==> src/rtl/lz77_pkg.sv <==
// rtl/lz77_pkg.sv - shared types and defaults for the LZ77 stream decoder
package lz77_pkg;

  localparam int TOK_DATA_W = 8;
  localparam int TOK_POS_W  = 5;
  localparam int TOK_LEN_W  = 5;

  localparam logic [TOK_DATA_W-1:0] END_CHAR_DEFAULT = 8'h24;

  typedef enum logic [1:0] {
    IDLE = 2'd0,
    EMIT = 2'd1,
    DONE = 2'd2
  } state_t;

  typedef struct packed {
    logic [TOK_POS_W-1:0]  pos;
    logic [TOK_LEN_W-1:0]  len;
    logic [TOK_DATA_W-1:0] lit;
  } token_t;

endpackage

==> src/rtl/lz77_stream_decoder_if.sv <==
// rtl/lz77_stream_decoder_if.sv - token input and character output handshake bundle
interface lz77_stream_decoder_if #(
  parameter int DATA_W = 8,
  parameter int POS_W  = 5,
  parameter int LEN_W  = 5
);
  logic              code_valid;
  logic              code_ready;
  logic [POS_W-1:0]  code_pos;
  logic [LEN_W-1:0]  code_len;
  logic [DATA_W-1:0] chardata;
  logic              out_valid;
  logic              out_ready;
  logic [DATA_W-1:0] char_nxt;
  logic              finish;
  logic              err;

  modport master (
    output code_valid, code_pos, code_len, chardata, out_ready,
    input  code_ready, out_valid, char_nxt, finish, err
  );

  modport slave (
    input  code_valid, code_pos, code_len, chardata, out_ready,
    output code_ready, out_valid, char_nxt, finish, err
  );
endinterface

==> src/rtl/lz77_search_buffer.sv <==
// rtl/lz77_search_buffer.sv - shift-register history of emitted characters
module lz77_search_buffer #(
  parameter int DATA_W   = 8,
  parameter int SB_DEPTH = 30,
  parameter int IDX_W    = 5
) (
  input  logic              clk,
  input  logic              reset,
  input  logic              shift_en,
  input  logic [DATA_W-1:0] din,
  input  logic [IDX_W-1:0]  rd_idx,
  output logic [DATA_W-1:0] rd_data
);
  localparam int AW = $clog2(SB_DEPTH);

  logic [DATA_W-1:0] sb [SB_DEPTH];

  always_ff @(posedge clk) begin
    if (reset) begin
      for (int i = 0; i < SB_DEPTH; i++) sb[i] <= '0;
    end else if (shift_en) begin
      sb[0] <= din;
      for (int i = 1; i < SB_DEPTH; i++) sb[i] <= sb[i-1];
    end
  end

  // Indices past the end of the history read as zero rather than aliasing.
  always_comb begin
    rd_data = '0;
    if (32'(rd_idx) < 32'(SB_DEPTH)) rd_data = sb[rd_idx[AW-1:0]];
  end
endmodule

==> src/rtl/lz77_stream_decoder.sv <==
// rtl/lz77_stream_decoder.sv - expands (pos, len, literal) tokens into a character stream
module lz77_stream_decoder
  import lz77_pkg::*;
#(
  parameter int                DATA_W   = 8,
  parameter int                SB_DEPTH = 30,
  parameter int                POS_W    = 5,
  parameter int                LEN_W    = 5,
  parameter logic [DATA_W-1:0] END_CHAR = DATA_W'(END_CHAR_DEFAULT)
) (
  input logic                  clk,
  input logic                  reset,
  lz77_stream_decoder_if.slave bus
);
  state_t            state, state_nxt;
  logic [POS_W-1:0]  pos_q;
  logic [LEN_W-1:0]  len_q;
  logic [LEN_W-1:0]  cnt_q;
  logic [DATA_W-1:0] lit_q;
  logic              finish_q;
  logic              err_q;

  logic              code_ready_c;
  logic              out_valid_c;
  logic              accept;
  logic              out_hs;
  logic              at_lit;
  logic              lit_is_end;
  logic              pos_oob;
  logic [DATA_W-1:0] sb_rd;
  logic [DATA_W-1:0] char_c;

  assign at_lit     = (cnt_q == len_q);
  assign lit_is_end = (lit_q == END_CHAR);
  assign char_c     = at_lit ? lit_q : sb_rd;
  assign accept     = bus.code_valid && code_ready_c;
  assign out_hs     = out_valid_c && bus.out_ready;
  assign pos_oob    = 32'(bus.code_pos) >= 32'(SB_DEPTH);

  lz77_search_buffer #(
    .DATA_W   (DATA_W),
    .SB_DEPTH (SB_DEPTH),
    .IDX_W    (POS_W)
  ) u_sb (
    .clk      (clk),
    .reset    (reset),
    .shift_en (out_hs),
    .din      (char_c),
    .rd_idx   (pos_q),
    .rd_data  (sb_rd)
  );

  always_comb begin
    state_nxt    = state;
    code_ready_c = 1'b0;
    out_valid_c  = 1'b0;
    case (state)
      IDLE: begin
        code_ready_c = 1'b1;
        if (bus.code_valid) state_nxt = EMIT;
      end
      EMIT: begin
        out_valid_c  = 1'b1;
        // Next token is taken on the literal's handshake so tokens chain without a bubble.
        code_ready_c = at_lit && bus.out_ready && !lit_is_end;
        if (bus.out_ready && at_lit) begin
          if (lit_is_end)          state_nxt = DONE;
          else if (bus.code_valid) state_nxt = EMIT;
          else                     state_nxt = IDLE;
        end
      end
      DONE:    state_nxt = DONE;
      default: state_nxt = IDLE;
    endcase
  end

  always_ff @(posedge clk) begin
    if (reset) begin
      state    <= IDLE;
      pos_q    <= '0;
      len_q    <= '0;
      cnt_q    <= '0;
      lit_q    <= '0;
      finish_q <= 1'b0;
      err_q    <= 1'b0;
    end else begin
      state <= state_nxt;
      if (accept) begin
        pos_q <= bus.code_pos;
        len_q <= bus.code_len;
        lit_q <= bus.chardata;
        cnt_q <= '0;
        if (bus.code_len != '0 && pos_oob) err_q <= 1'b1;
      end else if (out_hs && !at_lit) begin
        cnt_q <= cnt_q + 1'b1;
      end
      if (out_hs && at_lit && lit_is_end) finish_q <= 1'b1;
    end
  end

  assign bus.code_ready = code_ready_c;
  assign bus.out_valid  = out_valid_c;
  assign bus.char_nxt   = char_c;
  assign bus.finish     = finish_q;
  assign bus.err        = err_q;
endmodule

==> src/flat_wrapper.sv <==
// flat-port wrapper written by rule: the top's interface ports become plain ports
module lz77_stream_decoder_flat import lz77_pkg::*;
#(
  parameter int                DATA_W   = 8,
  parameter int                SB_DEPTH = 30,
  parameter int                POS_W    = 5,
  parameter int                LEN_W    = 5,
  parameter logic [DATA_W-1:0] END_CHAR = DATA_W'(END_CHAR_DEFAULT)
)
  (clk, reset, bus_code_valid, bus_code_pos, bus_code_len, bus_chardata, bus_out_ready, bus_code_ready, bus_out_valid, bus_char_nxt, bus_finish, bus_err);
  lz77_stream_decoder_if #(.DATA_W(DATA_W), .POS_W(POS_W), .LEN_W(LEN_W)) bus_i ();
  input logic clk;
  input logic reset;
  input wire logic [$bits(bus_i.code_valid)-1:0] bus_code_valid;
  input wire logic [$bits(bus_i.code_pos)-1:0] bus_code_pos;
  input wire logic [$bits(bus_i.code_len)-1:0] bus_code_len;
  input wire logic [$bits(bus_i.chardata)-1:0] bus_chardata;
  input wire logic [$bits(bus_i.out_ready)-1:0] bus_out_ready;
  output wire logic [$bits(bus_i.code_ready)-1:0] bus_code_ready;
  output wire logic [$bits(bus_i.out_valid)-1:0] bus_out_valid;
  output wire logic [$bits(bus_i.char_nxt)-1:0] bus_char_nxt;
  output wire logic [$bits(bus_i.finish)-1:0] bus_finish;
  output wire logic [$bits(bus_i.err)-1:0] bus_err;
  assign bus_i.code_valid = bus_code_valid;
  assign bus_i.code_pos = bus_code_pos;
  assign bus_i.code_len = bus_code_len;
  assign bus_i.chardata = bus_chardata;
  assign bus_i.out_ready = bus_out_ready;
  assign bus_code_ready = bus_i.code_ready;
  assign bus_out_valid = bus_i.out_valid;
  assign bus_char_nxt = bus_i.char_nxt;
  assign bus_finish = bus_i.finish;
  assign bus_err = bus_i.err;
  lz77_stream_decoder #(.DATA_W(DATA_W), .SB_DEPTH(SB_DEPTH), .POS_W(POS_W), .LEN_W(LEN_W), .END_CHAR(END_CHAR)) u_core (.clk(clk), .reset(reset), .bus(bus_i));
endmodule
==> config.mk <==
export PLATFORM = sky130hd
export DESIGN_NAME = lz77_stream_decoder_flat
export DESIGN_NICKNAME = d
export VERILOG_FILES = /design/src/rtl/lz77_pkg.sv /design/src/rtl/lz77_stream_decoder_if.sv /design/src/rtl/lz77_search_buffer.sv /design/src/rtl/lz77_stream_decoder.sv /design/src/flat_wrapper.sv
export SDC_FILE = /design/constraint.sdc
export NUM_CORES = 1
export LEC_CHECK = 0
export CORE_ASPECT_RATIO = 1.25
export CORE_UTILIZATION = 50
export CTS_BUF_LIST = sky130_fd_sc_hd__clkbuf_4 sky130_fd_sc_hd__clkbuf_8
export CTS_CLUSTER_DIAMETER = 150
export DETAILED_ROUTE_END_ITERATION = 12
export GPL_TIMING_DRIVEN = 0
export HOLD_SLACK_MARGIN = 0.03
export PLACE_DENSITY = 0.69
export SYNTH_ARGS = -nofsm -noshare
export SYNTH_HDL_FRONTEND = slang
export SYNTH_SLANG_ARGS = --single-unit
export TNS_END_PERCENT = 50
==> constraint.sdc <==
create_clock -name clk -period 7.9 [get_ports clk]
set_input_delay 1.975 -clock clk [delete_from_list [all_inputs] [get_ports clk]]
set_output_delay 1.975 -clock clk [all_outputs]
set_load 0.02 [all_outputs]
Word level (Yosys, flattened, before mapping):

Memories as Yosys holds them, arrays and structs flattened. A register that Yosys moved wholly into a read port is not among the register bits.
Cells that the tools add are included.

* $add $sub $neg: 1
* multiply operators: 0
* divide/modulo/power cells: 0
* $lt $le $gt $ge: 2
* equality and inequality tests: 6
* shift-type cells: 0
* muxes and demuxes: 46
* bitwise logic cells: 30
* reduce and logical (&&, ||, !) cells: 15

Operators with widths (number)
* $mux W8: 32
* $or A1 B1 Y1: 30
* $mux W5: 2
* $eq A8 B6 Y1 const B: 1
* $logic_and A1 B1 Y1: 8
* $mux W1: 7
* $mux W2: 3
* $pmux W2 S3: 1
* $add A5 B1 Y5 const B: 1
* $eq A5 B5 Y1: 1
* $ge A5 B5 Y1 const B: 1
* $lt A5 B5 Y1 const B: 1
* $reduce_bool A5 Y1: 1
* $reduce_and A2 Y1: 2
* $eq A2 B1 Y1 const B: 1
* $eq A2 B2 Y1 const B: 1
* $logic_not A1 Y1: 2
* $logic_not A2 Y1: 1
* $ne A2 B1 Y1 const B: 1
* $ne A2 B2 Y1 const B: 1
* $pmux W1 S2: 1
* $reduce_or A2 Y1: 1

* register bits after elaboration: 27
* bits in latches: 0
* memory bits (writable): 240
* ROM bits: 0
* input port bits: 22
* output and inout port bits: 12
* logic and storage cells: 108
* memories: 1

Memory list
* u_core.u_sb.sb: words 30, width 8, read ports 30, clocked after Yosys merged registers in 1, wr ports 30, line lz77_search_buffer.sv:16 `logic [DATA_W-1:0] sb [SB_DEPTH];`

Depth between registers and ports, before layout:

Gate-level depths: netlist of the first run.

* depth after elaboration: 7
* depth in mapped cells: 9
* mapped depth without buffers: 5

Modules after synthesis:

A second synthesis of the first run with hierarchy kept.

* cells, all modules: 975
* area total of the unflattened synthesis: 12764.7 µm²

Modules (own cells, without submodules)
* lz77_search_buffer: times used 1, cells each 768, area each 10986.8 µm², sequential area each 7206.9 µm²
* lz77_stream_decoder: times used 1, cells each 207, area each 1778.0 µm², sequential area each 540.5 µm²

Least setup slack after synthesis of the first run:

OpenSTA, ideal clock, no wires.

* path kind: input-to-reg
* start: input reset
* end: memory u_core.u_sb.sb[0][0] (enable)
* library setup time: 1.864 ns
* arrival time: 6.720 ns
* required time: 6.036 ns
* slack: -0.684 ns
* stages: 5
* path buffers: 3
* cell sequence: clkbuf_1 inv_1 clkbuf_1 clkbuf_1 nand2_1

RTL lines
* start: declaration: line flat_wrapper.sv:13 `input logic reset;`
* end: declaration: line lz77_search_buffer.sv:16

==> impl_metrics.tcl, run 1 <==
set metrics [dict create \
    syn_to_final_growth_pct 13.3 \
    path_max_fanout 10 \
    clkSinkCount 272 \
    seq_area_um2 7850 \
    grt_usage_pct 22.5 \
    path_clk_slew_ns 0.06 \
    grt_pass1_wl_mm 41.9 \
    slew_violations 0 \
    synth_async_sr_flop_share_pct 0 \
    fin_ws_ns 2.33 \
    worstSetupPathType "reg -> out" \
    placed_area_um2 13200 \
    finalCriticalPeriod_ns 5.57 \
    n_fill_cell 1966 \
    rrSetupSlack_ns 5.17 \
    port_buffers 32 \
    critPathArrivalTime_ns 3.60 \
    route.detailed.wl_per_inst_um 20.8 \
    syn_area_per_cell_um2 14.3 \
    met3_usage_pct 3.91 \
    power.density_nw_per_um2 234 \
    final.setup_skew_ns 0.0158 \
    place_ws_ns 2.46 \
    htreeDepth 2 \
    crit_slowest_cell "buf_1" \
    crit_path_max_incr_delay_ns 0.65 \
    peakVddDrop_uv 190 \
    fp.dieW_um 143 \
    outcome "finished clean" \
    cpLargestDelayFamily "buffers and inverters" \
    drc_errors 0 \
    dieHeight_um 178 \
    synth_edf_count 240 \
    startpoint_type "flip-flop" \
    core_area_um2 24400 \
    fin_hold_ws_ns 0.468 \
    yosys_warnings 0 \
    num_io_pins 34 \
    min_path_type "reg -> reg" \
    start_util_pct 50.7 \
    setup_viol 0 \
    maxCapViolCount 0 \
    cts_setup_buffers 0 \
    tightest_slew_ns 0.790 \
    synth_flop_cell "edfxtp_1" \
    top_usage_layer "met2" \
    synth_area_leaders "edfxtp_1 58%, mux4_2 8.4%, and2_1 7.0%" \
    grt_max_degree 125 \
    hold_viol 0 \
    nNetsFinal 968 \
    cts_tree "done" \
    p_leak_nw 5.00 \
    crit_buf_inv 2 \
    finish.instance_area_um2 14000 \
    critical_path_required_ns 5.93 \
    clk_latency_ns 0.55 \
    syn_inst 865 \
    route.vias.total 7307 \
    grt_overflow_total 0 \
    yosysMostFrequentCell "edfxtp_1" \
    cts_root_buf "clkbuf_8" \
    drt_iter0_drc 580 \
    antennaDiodeCount 0 \
    synth.top_cell.area_share_pct 58.2 \
    fmax_mhz 180 \
    seq_area_frac_synth_pct 63.4 \
    cts_hold_buffers 0 \
    use_met2_pct 36.2 \
    routed_wl_mm 27.3 \
    place_hpwl_mm 18.8 \
    synth_common_cells "240 x edfxtp_1, 138 x and2_1, 98 x nor2b_1" \
    cts_buffers 44 \
    yosysTopAreaCell "edfxtp_1" \
    multi_input_area_um2 4240 \
    post_cts_resized 0 \
    antenna_found_initial 0 \
    vias_per_cell 5.58 \
    slew_headroom_pct 47.3 \
    syn_area_um2 12400 \
    worst_setup_path_end_kind "output pin" \
    period_share_pct 70.5 \
    worstPathCellList "buf_1 -> mux4_2 -> mux2i_1 -> nand2_1 -> o211ai_1 -> o21ai_0 -> clkdlybuf4s50_1" \
    cts_buffer_depth 3 \
    power_mw 3.28 \
    rows 64 \
    synth_nets 888 \
    grt_use_met1_pct 29.7 \
    rsz0062_at_grt "false" \
    gp_congestion 0.840 \
    grt_pass1_vias 7446 \
    tns_ns 0 \
    synth_seq_cells 272 \
    final_antenna_net_count 0 \
    die_area_um2 25400 \
    synthDistinctLibCells 50 \
    drtPass1Iterations 5 \
    drive_gt1_share_pct 16.1 \
]
==> state kept, by name (all words and copies together), names as in the netlist, named ones only <==
signal / cells
u_core.lit_q: 8
u_core.bus.finish: 1
u_core.len_q: 5
u_core.pos_q: 5
u_core.cnt_q: 5
u_core.bus.err: 1
u_core.u_sb.sb: 240
u_core.state: 2
==> cell type report <==
cell class,count,share of cell area (%)
timing repair buffer,34,2.68
buffer,55,2.01
tap,330,2.94
inverter,8,0.214
sequential,272,56.0
multi-input combinational,530,30.2
clock buffer,59,5.17
clock inverter,21,0.839
==> worst reg2reg max path: cells and delay by family (launching register included) <==
kind / cells / cell delay [ns]
buffers and inverters: 2 / 0.96
DFF: 1 / 0.37
and+or+nand+nor: 3 / 0.92
==> kinds of logic (layout without fill, tap and decap cells) <==
logic type                 count (synthesis)  count (layout)  synth area share (%)
DFF                                      272             272                  63.4
xor gates and xnor gates                   9               9                 0.637
muxes                                    111             111                  13.8
and+or+nand+nor                          356             356                  16.6
adders and majority gates                  1               1                 0.101
AOI/OAI and AO/OA                         53              53                  2.99
buffers and inverters                     63             177                  2.52
==> per-stage QoR <==
stage               util [%]  instances
finish                  57.4       1309
global route            57.4       1309
CTS                     57.4       1309
detailed placement      54.0       1229
global placement        53.7       1227
floorplan                  -        865
==> where the power goes <==
part,switching (mW),internal (mW)
Sequential,0.0507,1.67
Clock,0.553,0.629
Combinational,0.216,0.162
==> path summary, 6_finish.rpt <==
path / from / end / depth (start not counted)
worst max-delay path: flip-flop / bus_char_nxt[4] / 7
worst min register to register: u_core.len_q[2]$_SDFFE_PP0P_ / u_core.len_q[2]$_SDFFE_PP0P_ / 2
worst min-delay path: u_core.len_q[2]$_SDFFE_PP0P_ / u_core.len_q[2]$_SDFFE_PP0P_ / 2
worst max register to register: u_core.state[0]$_SDFFE_PP0P_ / u_core.u_sb.sb[17][7]$_SDFFCE_PN0P_ / 5
==> layout by cell type (no fill, tap or decap), drive strengths merged, types with 19 or more instances in the layout <==
cell type,n
and2,139
buf,23
clkbuf,93
clkdlybuf4s50,32
clkinv,19
dfxtp,32
edfxtp,240
mux2i,48
mux4,46
nand2,64
nor2b,98
==> routing by layer <==
metal	wire, µm	up-vias
li1	-	3332
met1	11500	3676
met2	13200	222
met3	1420	77
met4	1120	0
met5	0	-
(Power assumes the default switching activity.)
==> run 2: changes to the inputs <==
==> constraint.sdc (replaced) <==
create_clock -name clk -period 4.55 [get_ports clk]
set_input_delay 1.1375 -clock clk [delete_from_list [all_inputs] [get_ports clk]]
set_output_delay 1.1375 -clock clk [all_outputs]
set_load 0.02 [all_outputs]
==> impl_metrics.tcl, run 2 (synthesis results as in run 1) <==
set metrics [dict create \
    final_antenna_net_count 0 \
    rows 64 \
    final_cell_mix "240 x edfxtp_1, 138 x and2_1, 98 x nor2b_1" \
    worstSetupPathType "reg -> out" \
    drc_errors 0 \
    clkSinkCount 272 \
    dieHeight_um 178 \
    min_to "u_core.len_q[2]$_SDFFE_PP0P_" \
    outcome "finished clean" \
    worstPathCellList "buf_4 -> buf_6 -> buf_6 -> mux4_2 -> a21oi_1 -> nand4_1 -> nand2_1 -> clkdlybuf4s50_1" \
    startpoint_type "flip-flop" \
    worstHoldStart "u_core.len_q[2]$_SDFFE_PP0P_" \
    grt_max_degree 97 \
    slew_violations 0 \
    num_io_pins 34 \
    drive_gt1_share_pct 17.1 \
    grt_pass1_wl_mm 41.6 \
    grt_overflow_total 0 \
    drtPass1Iterations 5 \
    p_leak_nw 5.09 \
    cts_buffers 45 \
    grt_pass1_vias 7352 \
    finish.instance_area_um2 14100 \
    drt_iter0_drc 510 \
    cts_root_buf "clkbuf_8" \
    reg_top3 "u_core.u_sb.sb (240), u_core.lit_q (8)" \
    worst_setup_path_end_kind "output pin" \
    period_share_pct 96.9 \
    clk_latency_ns 0.56 \
    cts_buffer_depth 3 \
    final.setup_skew_ns 0.0186 \
    rrSetupSlack_ns 1.96 \
    port_buffers 32 \
    maxCapViolCount 0 \
    crit_buf_inv 4 \
    crit_path_max_incr_delay_ns 0.61 \
    syn_to_final_growth_pct 13.8 \
    grt_usage_pct 22.2 \
    min_path_type "reg -> reg" \
    nNetsFinal 969 \
    place_hpwl_mm 18.5 \
    tightest_slew_ns 0.668 \
    critPathArrivalTime_ns 3.27 \
    peakVddDrop_uv 223 \
    antennaDiodeCount 0 \
    holdPathStages 2 \
    cts_tree "done" \
    final_cells 1310 \
    htreeDepth 2 \
    slew_headroom_pct 55.5 \
    setup_viol 0 \
    start_util_pct 50.7 \
    worst-r2r-cell-count 6 \
    finalCriticalPeriod_ns 4.41 \
    fp.dieW_um 143 \
    route.detailed.wl_per_inst_um 20.7 \
    antenna_found_initial 1 \
    crit_top_cell "buf_6" \
    vias_per_cell 5.50 \
    tns_ns 0 \
    hold_viol 0 \
    die_area_um2 25400 \
    rsz0062_at_grt "false" \
    final_common_cell "edfxtp_1" \
    gp_congestion 0.868 \
    rr_endpoint "u_core.u_sb.sb[4][4]$_SDFFCE_PN0P_" \
    crit_slowest_cell "clkdlybuf4s50_1" \
    dp.cells 1229 \
    route.vias.total 7199 \
    power.density_nw_per_um2 411 \
    placed_area_um2 13200 \
    power_mw 5.79 \
    r2r_start "u_core.state[0]$_SDFFE_PP0P_" \
    largest_reg_flops 240 \
    critical_path_required_ns 3.41 \
    cpLargestDelayFamily "buffers and inverters" \
    core_area_um2 24400 \
    routed_wl_mm 27.1 \
    path_clk_slew_ns 0.06 \
    path_max_fanout 10 \
    cts_hold_buffers 0 \
    fmax_mhz 227 \
    top_register "u_core.u_sb.sb" \
]
[run 2: how the worst max path moves through the flow]
stage	startpoint	cells after the start	to	slack [ns]
finish	flip-flop	8	bus_char_nxt[6]	0.14
global route	flip-flop	9	bus_char_nxt[5]	0.01
CTS	flip-flop	9	bus_char_nxt[7]	0.04
detailed placement	flip-flop	7	bus_char_nxt[4]	0.47
global placement	reset	5	u_core.u_sb.sb[10][7]$_SDFFCE_PN0P_	-0.53
floorplan	reset	5	u_core.u_sb.sb[0][0]$_SDFFCE_PN0P_	0.60
[run 2: final cells by class]
cell class,instances,area (µm²)
fillers,1952,10300
flip-flops and latches,272,7850
multi-input cells,530,4240
clock buffers,64,781
well taps,330,413
repair buffers,34,385
plain buffers,55,288
clock inverters,17,100
inverters,8,30.0
[run 2: per-stage QoR]
step | utilization [%] | worst slack, ns | hold WS, ns
finish | 57.7 | 0.143 | 0.467
global route | 57.7 | 0.0105 | 0.490
CTS | 57.6 | 0.0443 | 0.472
detailed placement | 54.0 | 0.473 | 0.464
global placement | 53.7 | -0.535 | 0.449
floorplan | - | 0.597 | 0.436
[run 2: per-layer routing]
metal  global-route usage, %  vias to the layer above  part of all wire [%]
li1                        -                     3336                     -
met1                    29.5                     3597                    43
met2                    36.5                      217                    49
met3                    3.83                       49                   5.2
met4                    8.56                        0                   2.8
met5                       0                        -                     0
[run 2: repair_timing]
item / 4_1_cts / 5_1_grt
gates resized for setup: 3 / 8
setup buffers: 0 / 0
endpoints found under the setup margin: 5 / 6
pin swaps: 0 / 0
endpoints found under the hold margin: 0 / 0
[run 2: power by group]
| group | leakage (nW) | switching, mW | internal [mW] |
|---|---|---|---|
| registers | 2.78 | 0.0872 | 2.90 |
| logic | 1.85 | 0.373 | 0.282 |
| clock network | 0.468 | 0.980 | 1.16 |
| total | 5.09 | 1.44 | 4.35 |
[run 2: worst register-to-register path, cell delays in order, from the launching register on]
cell	delay (ns)
dfxtp_1	0.37
nor2b_1	0.23
nand2_1	0.31
nor2_1	0.57
buf_2	0.37
clkbuf_1	0.36
and2_1	0.24
==> run 3: changes to the inputs <==
--- a/config.mk
+++ b/config.mk
@@ -5,13 +5,12 @@
 export SDC_FILE = /design/constraint.sdc
 export NUM_CORES = 1
 export LEC_CHECK = 0
-export CORE_ASPECT_RATIO = 1.25
 export CORE_UTILIZATION = 50
 export CTS_BUF_LIST = sky130_fd_sc_hd__clkbuf_4 sky130_fd_sc_hd__clkbuf_8
 export CTS_CLUSTER_DIAMETER = 150
 export DETAILED_ROUTE_END_ITERATION = 12
 export GPL_TIMING_DRIVEN = 0
-export HOLD_SLACK_MARGIN = 0.03
+export HOLD_SLACK_MARGIN = 0.15
 export PLACE_DENSITY = 0.69
 export SYNTH_ARGS = -nofsm -noshare
 export SYNTH_HDL_FRONTEND = slang
==> impl_metrics.tcl, run 3 (synthesis results as in run 1) <==
set metrics [dict create \
    gp_congestion 0.827 \
    drc_errors 0 \
    startpoint_type "flip-flop" \
    worstPathCellList "buf_4 -> clkbuf_4 -> mux4_2 -> mux2i_1 -> nand2_1 -> o211ai_1 -> o21ai_0 -> clkdlybuf4s50_1" \
    dieHeight_um 159 \
    maxCapViolCount 0 \
    met3_usage_pct 3.72 \
    core_area_um2 24300 \
    rr_endpoint "u_core.u_sb.sb[3][6]$_SDFFCE_PN0P_" \
    final_core_util_pct 57.8 \
    worst-r2r-cell-count 6 \
    final_common_cell "edfxtp_1" \
    slew_violations 0 \
    cts_buffer_depth 3 \
    peakVddDrop_uv 294 \
    route.detailed.wl_per_inst_um 20.7 \
    cts_hold_buffers 0 \
    critPathArrivalTime_ns 3.29 \
    final.setup_skew_ns 0.0156 \
    grt_max_degree 124 \
    critical_path_required_ns 3.41 \
    fmax_mhz 226 \
    worst_setup_path_end_kind "output pin" \
    num_io_pins 34 \
    clk_latency_ns 0.54 \
    grt_usage_pct 21.7 \
    cts_setup_buffers 0 \
    antennaDiodeCount 0 \
    drt_iter0_drc 598 \
    rrSetupSlack_ns 1.88 \
    antenna_found_initial 0 \
    grt_pass1_wl_mm 41.8 \
    crit_end "bus_char_nxt[3]" \
    top_usage_layer "met2" \
    route.vias.total 7206 \
    die_area_um2 25400 \
    final_antenna_net_count 0 \
    multi_input_area_um2 4240 \
    drtPass1Iterations 7 \
    outcome "finished clean" \
    place_hpwl_mm 18.2 \
    start_util_pct 50.9 \
    nNetsFinal 969 \
    slew_headroom_pct 50.5 \
    p_leak_nw 5.04 \
    n_fill_cell 1903 \
    cts_buffers 45 \
    vias_per_cell 5.55 \
    setup_viol 0 \
    path_max_fanout 10 \
    power.density_nw_per_um2 411 \
    port_buffers 32 \
    tightest_slew_ns 0.742 \
    seq_area_um2 7850 \
    crit_path_max_incr_delay_ns 0.58 \
    use_met2_pct 33.3 \
    hold_viol 0 \
    grt_overflow_total 0 \
    reg_top3 "u_core.u_sb.sb (240), u_core.lit_q (8)" \
    worstSetupPathType "reg -> out" \
    top_register "u_core.u_sb.sb" \
    largest_reg_flops 240 \
    htreeDepth 2 \
    drive_gt1_share_pct 16.6 \
    path_clk_slew_ns 0.07 \
    fp.dieW_um 159 \
    min_path_type "reg -> reg" \
    cts_tree "done" \
    finalCriticalPeriod_ns 4.43 \
    crit_slowest_cell "clkdlybuf4s50_1" \
    clkSinkCount 272 \
    rsz0062_at_grt "false" \
    final_cell_mix "240 x edfxtp_1, 138 x and2_1, 98 x nor2b_1" \
    r2r_start "u_core.state[0]$_SDFFE_PP0P_" \
    syn_to_final_growth_pct 13.6 \
    grt_use_met1_pct 31.7 \
    grt_pass1_vias 7256 \
    power_mw 5.78 \
    cts_root_buf "clkbuf_8" \
    routed_wl_mm 26.9 \
    rows 57 \
    period_share_pct 97.3 \
]
run 3: cell types whose count changed in the layout (fill, tap and decap cells not counted), moves of 2 or more:
cell             change
clkdlybuf4s50_1      +3
clkinv_2             -3
dlymetal6s2s_1       -3
clkinv_1             -2
run 3: layer usage:
layer	up-vias	wire, µm
li1	3329	-
met1	3603	12200
met2	232	12500
met3	42	1610
met4	0	615
met5	-	0
run 3: area by class of cell:
type                    count  area share [%]
inverters                   8           0.214
clock inverters            12           0.712
clock buffers              63            5.50
flip-flops and latches    272            55.8
repair buffers             34            2.69
multi-input cells         530            30.1
plain buffers              55            2.06
well taps                 324            2.88
run 3: through the flow:
stage / TNS [ns] / std cells / setup slack (ns) / area [µm²] / hold WS, ns
5_1_grt: 0 / 1298 / 0.00861 / 14100 / 0.495
6_report: 0 / 1298 / 0.123 / 14100 / 0.468
3_3_place_gp: -114.10 / 1221 / -0.497 / 13100 / 0.457
2_1_floorplan: 0 / 865 / 0.597 / 12400 / 0.436
4_1_cts: 0 / 1298 / 0.0106 / 14000 / 0.474
3_5_place_dp: 0 / 1223 / 0.466 / 13200 / 0.460
run 3: critical path, delay by kind of cell, from the launching register on:
family | cells | cell delay (ns)
buf+inv | 3 | 1.16
mux | 2 | 0.59
flops | 1 | 0.52
compound gates | 2 | 0.39
simple gates | 1 | 0.09
run 3: worst min path at each step:
stage,to,cells past startpoint,slack [ns],start
4_1_cts,u_core.len_q[0]$_SDFFE_PP0P_,2,0.47,u_core.len_q[0]$_SDFFE_PP0P_
3_3_place_gp,u_core.pos_q[0]$_SDFFE_PP0P_,2,0.46,u_core.pos_q[0]$_SDFFE_PP0P_
6_report,u_core.pos_q[0]$_SDFFE_PP0P_,2,0.47,u_core.pos_q[0]$_SDFFE_PP0P_
5_1_grt,u_core.lit_q[6]$_SDFFE_PP0P_,2,0.49,u_core.lit_q[6]$_SDFFE_PP0P_
3_5_place_dp,u_core.len_q[2]$_SDFFE_PP0P_,2,0.46,u_core.len_q[2]$_SDFFE_PP0P_
2_1_floorplan,flip-flop,2,0.44,u_core.pos_q[0]$_SDFFE_PP0P_
run 3: what timing repair did:
item / in CTS / in global routing
endpoints found under the hold margin: 0 / 0
endpoints found under the setup margin: 5 / 5
gates cloned: 0 / 0
resized for setup: 2 / 7
run 3: power by group:
| group | internal (mW) | switching (mW) | leakage [nW] | total [mW] |
|---|---|---|---|---|
| Sequential | 2.90 | 0.0878 | 2.78 | 2.99 |
| Clock | 1.20 | 0.929 | 0.463 | 2.13 |
| Combinational | 0.283 | 0.376 | 1.80 | 0.659 |
| Total | 4.39 | 1.39 | 5.04 | 5.78 |
